`src/rtl/fib_pkg.sv`:
```
`default_nettype none
// ============================================================================
// Module      : fib_pkg
// Description : Shared constants for the Fibonacci pattern generator.
// Revision    : 1.0 - initial release
// ============================================================================
package fib_pkg;

   localparam int FIB_WIDTH_DEFAULT = 4;
   localparam int FIB_SEED0         = 0;
   localparam int FIB_SEED1         = 1;

endpackage : fib_pkg
`default_nettype wire

```
`src/rtl/fib_step.sv`:
```
`default_nettype none
// ============================================================================
// Module      : fib_step
// Description : Combinational next-term logic: adder plus restart mux.
// Revision    : 1.0 - initial release
// ============================================================================
module fib_step
   import fib_pkg::*;
#(
   parameter int WIDTH = FIB_WIDTH_DEFAULT
) (
   input  logic [WIDTH-1:0] i_cur,
   input  logic [WIDTH:0]   i_nxt,
   output logic [WIDTH-1:0] o_cur_n,
   output logic [WIDTH:0]   o_nxt_n,
   output logic             o_wrap
);

   localparam logic [WIDTH-1:0] C_SEED0 = WIDTH'(FIB_SEED0);
   localparam logic [WIDTH:0]   C_SEED1 = (WIDTH+1)'(FIB_SEED1);

   logic [WIDTH:0] w_sum;

   // cur <= nxt < 2**WIDTH, so the WIDTH+1-bit sum can never truncate
   assign w_sum  = {1'b0, i_cur} + i_nxt;
   assign o_wrap = i_nxt[WIDTH];

   always_comb begin
      o_cur_n = i_nxt[WIDTH-1:0];
      o_nxt_n = w_sum;
      if (o_wrap) begin
         o_cur_n = C_SEED0;
         o_nxt_n = C_SEED1;
      end
   end

endmodule : fib_step
`default_nettype wire

```
`src/rtl/fibonacci.sv`:
```
`default_nettype none
// ============================================================================
// Module      : fibonacci
// Description : Free-running Fibonacci term generator, one term per clock.
// Revision    : 1.0 - initial release
// ============================================================================
module fibonacci
   import fib_pkg::*;
#(
   parameter int WIDTH = FIB_WIDTH_DEFAULT
) (
   input  logic             clk,
   input  logic             rst,
   output logic [WIDTH-1:0] fib_out
);

   localparam logic [WIDTH-1:0] C_SEED0 = WIDTH'(FIB_SEED0);
   localparam logic [WIDTH:0]   C_SEED1 = (WIDTH+1)'(FIB_SEED1);

   logic [WIDTH-1:0] r_cur;
   logic [WIDTH:0]   r_nxt;
   logic [WIDTH-1:0] w_cur_n;
   logic [WIDTH:0]   w_nxt_n;
   logic             w_wrap;

   fib_step #(
      .WIDTH (WIDTH)
   ) u_step (
      .i_cur   (r_cur),
      .i_nxt   (r_nxt),
      .o_cur_n (w_cur_n),
      .o_nxt_n (w_nxt_n),
      .o_wrap  (w_wrap)
   );

   // rst is active-low
   always_ff @(posedge clk) begin
      if (!rst) begin
         r_cur <= C_SEED0;
         r_nxt <= C_SEED1;
      end else begin
         r_cur <= w_cur_n;
         r_nxt <= w_nxt_n;
      end
   end

   // On a wrap step the low bits of nxt are a truncated sum, so the ordering does not hold
   always_ff @(posedge clk) begin
      if (rst && !w_wrap) begin
         assert (r_cur <= r_nxt[WIDTH-1:0]);
      end
   end

   assign fib_out = r_cur;

endmodule : fibonacci
`default_nettype wire

```
`config.mk`:
```
export PLATFORM = sky130hd
export DESIGN_NAME = fibonacci
export DESIGN_NICKNAME = d
export VERILOG_FILES = /design/src/rtl/fib_pkg.sv /design/src/rtl/fib_step.sv /design/src/rtl/fibonacci.sv
export SDC_FILE = /design/constraint.sdc
export NUM_CORES = 1
export LEC_CHECK = 0
export CAP_MARGIN = 0
export CORE_AREA = 2 2 39 41
export DETAILED_ROUTE_END_ITERATION = 6
export DIE_AREA = 0 0 41 43
export PLACE_DENSITY_LB_ADDON = 0.3
export SYNTH_ARGS = -nofsm -noshare
export SYNTH_HDL_FRONTEND = slang
export SYNTH_SLANG_ARGS = --single-unit
```
`constraint.sdc`:
```
create_clock -name clk -period 3.8 [get_ports clk]
set_input_delay 1.14 -clock clk [delete_from_list [all_inputs] [get_ports clk]]
set_output_delay 1.14 -clock clk [all_outputs]
set_load 0.01 [all_outputs]
```
**After elaboration in Yosys (flattened, before gate mapping)**

Index checks and enable logic that the tools add are counted.

- Flip-flop bits (word level): 9
- Input port bits: 2
- Output and inout port bits: 4
- Word-level logic and storage cells: 5

- Add/subtract/negate cells: 1
- Bitwise logic cells: 1
- Reduce and logical (&&, ||, !) cells: 1

Operator list:

| cell | count |
|---|---|
| 4-bit by 5-bit adder with 5-bit output | 1 |
| 2-bit OR reduction | 1 |
| 1-bit NOT | 1 |

**Longest topological paths before layout**

- Word-level depth: 2
- Gate-level depth with buffers: 6
- Depth with buffers taken out: 6

**Cells and area by module**

Synthesis repeated with hierarchy kept, for this count alone.

- Cells, all modules: 45
- Area, all modules: 431.7 sq um

Modules (own cells, without submodules):

| module | instances | cells each | area an instance (sq um) | sequential area each (sq um) |
|---|---|---|---|---|
| fibonacci | 1 | 18 | 236.5 | 180.2 |
| fib_step | 1 | 27 | 195.2 | 0.0 |

**Least setup slack after synthesis**

OpenSTA, ideal clock, no wires.

- Kind: input to register
- From: input rst
- To: register r_nxt[3]
- Library setup time: 0.059 ns
- Data arrival time: 1.509 ns
- Data required time: 3.741 ns
- Path slack: 2.232 ns
- Cell stages on the path: 3
- Path buffers: 0
- Path through: nor2b_1 nand4_1 nand2_1

- Cells in the longest elaborated chain, start to end: 2

Ends and longest elaborated chain:

| item | line | RTL |
|---|---|---|
| start, declared | fibonacci.sv:13 | `input logic rst,` |
| 1-bit NOT (no line) | - |  |
| 2-bit OR reduction (no line) | - |  |
| end signal, assigned | fibonacci.sv:43 | `r_nxt <= w_nxt_n;` |
| end, declared | fibonacci.sv:21 | `logic [WIDTH:0] r_nxt;` |

Every way passes these cells.
A chain may end at the register's enable or synchronous reset.

**Worst setup path after layout**

- From: register r_cur[1], in the netlist fib_out[1]
- To: output fib_out[1]

RTL lines:

| item | line | RTL |
|---|---|---|
| start, declared | fibonacci.sv:20 | `logic [WIDTH-1:0] r_cur;` |
| start signal, assigned | fibonacci.sv:42 | `r_cur <= w_cur_n;` |
| end, declared | fibonacci.sv:14 | `output logic [WIDTH-1:0] fib_out` |

No word-level cell between the ends.

==> Flow_metrics.wiki <==
{| class="wikitable"
! Metric !! Value
|-
| Status || completed
|-
| Critical Path End Type || output port
|-
| Unrepaired setup endpoints after global routing || no
|-
| Die Wd || 41 um
|-
| Vias in the first global route || 243
|-
| Post-Synthesis Net Count || 43
|-
| Clock latency of the later-clocked register in the worst-skew pair || 260 ps
|-
| Leakage power || 0.0002003 uW
|-
| CTS clk-pin slew, worst paths || 60 ps
|-
| Part of the Yosys area used for sequential elements || 48.48%
|-
| Number of clock sinks seen by CTS || 9
|-
| CP arrival || 1160 ps
|-
| Fin nets || 53
|-
| Critical path data required time || 2660 ps
|-
| Total via count in the routed design || 255
|-
| DRT Pass-1 Iters || 4
|-
| Fillcell total || 155
|-
| Routed wire per std cell || 9.459 um
|-
| TritonCTS clock tree || built
|-
| Number of antenna diodes || 0
|-
| First-pass GRT wire length || 986 um
|-
| Number of remaining DRC errors || 0
|-
| DIE HEIGHT || 43 um
|-
| Maximum clock insertion buffer count || 2
|-
| Category of the most critical setup path || register to output port
|-
| Minimum clock period after layout || 2302 ps
|-
| Sequential Area || 180.2 um2
|-
| Highest-delay cell along the critical path || clkdlybuf4s50_1
|-
| Final WL || 577 um
|-
| Cell area after placement || 441.7 um2
|-
| Relative area change from synthesis to final layout || 25.93%
|-
| Reg2Reg Depth || 6
|-
| Post-route ant nets || 0
|-
| Cell type group with the largest total delay on the critical path || buffers and inverters
|-
| Syn_area_per_cell || 10.32 um2
|-
| Global Route Usage Sum || 9.366%
|-
| Cells taking the most area after synthesis || dfxtp_1 (48%), ha_1 (13%), fa_1 (5.4%), and2_1 (5.1%), and2b_2 (4.7%)
|-
| CTS resizes || 0
|-
| Delay of the slowest cell on the worst path || 540 ps
|-
| Share of cells above drive strength 1 || 11.11%
|-
| Total number of cells along the worst setup path || 1
|-
| Ratio of routed vias to standard cells || 4.180
|-
| Measured slew at the worst slew-check pin || 308.9 ps
|-
| Post-route fraction of the period consumed by the critical path || 60.57%
|-
| Starting Density || 26.85%
|-
| Kind of path behind the tightest hold check || register to register
|-
| CTS Root Buffer Type || clkbuf_4
|-
| R2R setup slack || 2380 ps
|-
| Power per unit of standard cell area || 603.6 nW/um2
|-
| Distinct cell type count of the synthesized netlist || 16
|-
| Post-route standard cell area excluding fillers || 467.9 um2
|-
| Cts-stage hold buffer count || 0
|-
| Final Max Slew Viols || 0
|-
| Number of antenna violations at the first check in global routing || 0
|-
| Maximum clock frequency || 434.5 MHz
|-
| H-tree levels || 1
|-
| Share of Yosys cell area claimed by the top area cell type || 48.48%
|-
| Hold slack || 458.8 ps
|-
| Total area of multi-input combinational cells || 176.4 um2
|-
| Ys flop type || dfxtp_1
|-
| Count of input and output buffers || 5
|-
| Gp weighted congestion || 0.6035
|-
| Endpoints failing setup || 0
|-
| Fin Setup TNS || 0 ps
|-
| Register bit total from synthesis || 9
|-
| Detailed-placement wirelength estimate || 420.3 um
|-
| Hold violation count in the final report || 0
|-
| Total die area || 1763 um2
|-
| Max_slew headroom || 79.37%
|-
| Number of placed I/O pins || 6
|-
| Num rows || 14
|-
| Async SR Flop Fraction || 0%
|-
| CP cell instances || clkdlybuf4s50_1
|-
| Combined buffer and inverter count along the critical path || 1
|-
| Total setup buffers inserted after CTS || 0
|-
| Number of cells traversed by the worst hold path || 1
|-
| Number of enable flip-flop cells after synthesis || 0
|-
| Netlist Area Pre-Place || 371.6 um2
|-
| Yosys warns || 0
|-
| Maximum number of pins on one net before global-route repair || 6
|-
| Startpoint kind of the worst setup timing path || register
|-
| Library cell with the largest summed area after synthesis || dfxtp_1
|-
| Total overflow reported by the global router || 0
|-
| Final core utilization || 33.82%
|-
| Post-Syn Instances || 36
|-
| Core Footprint || 1384 um2
|-
| Max-Cap Viols || 0
|-
| Peak supply drop || 0.0002056 V
|-
| Layout Skew || 4.947 ps
|-
| Maximum fanout count along the critical path || 3
|-
| TritonCTS buffer count || 3
|-
| Iteration-0 DRC Markers || 4
|}
[path summary, 6_finish.rpt]
path | start | to
max | fib_out[1] | fib_out[1]
min | r_nxt[3] | fib_out[3]
max reg2reg | r_nxt[0] | r_nxt[4]
min reg2reg | r_nxt[3] | fib_out[3]
[Yosys cell counts, types with 2 or more instances]
| master | n |
|---|---|
| dfxtp_1 | 9 |
| ha_1 | 4 |
| inv_1 | 4 |
| and2_1 | 3 |
| a21oi_1 | 2 |
| and2b_2 | 2 |
| nand2b_1 | 2 |
| nor2_1 | 2 |
[flip-flops by register name, indices dropped and copies added (netlist names)]
signal	cells
fib_out	4
r_nxt	5
[placed cells by master (no fill, tap or decap), drive strengths merged]
cell type      synthesis  final
clkdlybuf4s50          0      5
nor2                   2      2
o21ai                  1      1
nor3                   1      1
a211o                  1      1
a21oi                  2      2
nand2b                 2      2
dfxtp                  9      9
ha                     4      4
and2                   3      3
fa                     1      1
nand4                  1      1
nand3                  1      1
nor2b                  1      1
nand2                  1      1
clkbuf                 0      4
and2b                  2      2
inv                    4      4
[layout make-up]
cell class,count,area share [%]
multi-input combinational,23,37.70
sequential,9,38.50
inverter,4,3.209
tap,16,4.278
timing repair buffer,5,10.70
clock buffer,4,5.615
[through the flow]
step / total power, uW / std cells / worst slack [ps]
after floorplan: 183.5 / 36 / 2232
after global placement: 210.1 / 57 / 1598
after detailed placement: 211.5 / 57 / 1569
after CTS: 289.0 / 61 / 1485
after global routing: 308.4 / 61 / 1440
final: 282.5 / 61 / 1498
[power by group]
group	leakage, uW	internal (uW)	switching (uW)
registers	0.0000738	116	11.3
clock network	0.0000150	40.5	33.7
logic	0.000111	43.9	36.7
total	0.000200	201	81.8
[kinds of logic after synthesis]
family,synth area share [%]
and+or+nand+nor,22.22
DFF,48.48
buffers and inverters,4.039
AOI/OAI and AO/OA,6.397
adders and majority gates,18.86
[routing by layer]
layer	GRT usage, %	part of all wire [%]
met4	10.00	2.4
met1	12.34	51
met2	9.688	42
met5	0	0
met3	4.712	4.3
(Power assumes the default switching activity.)
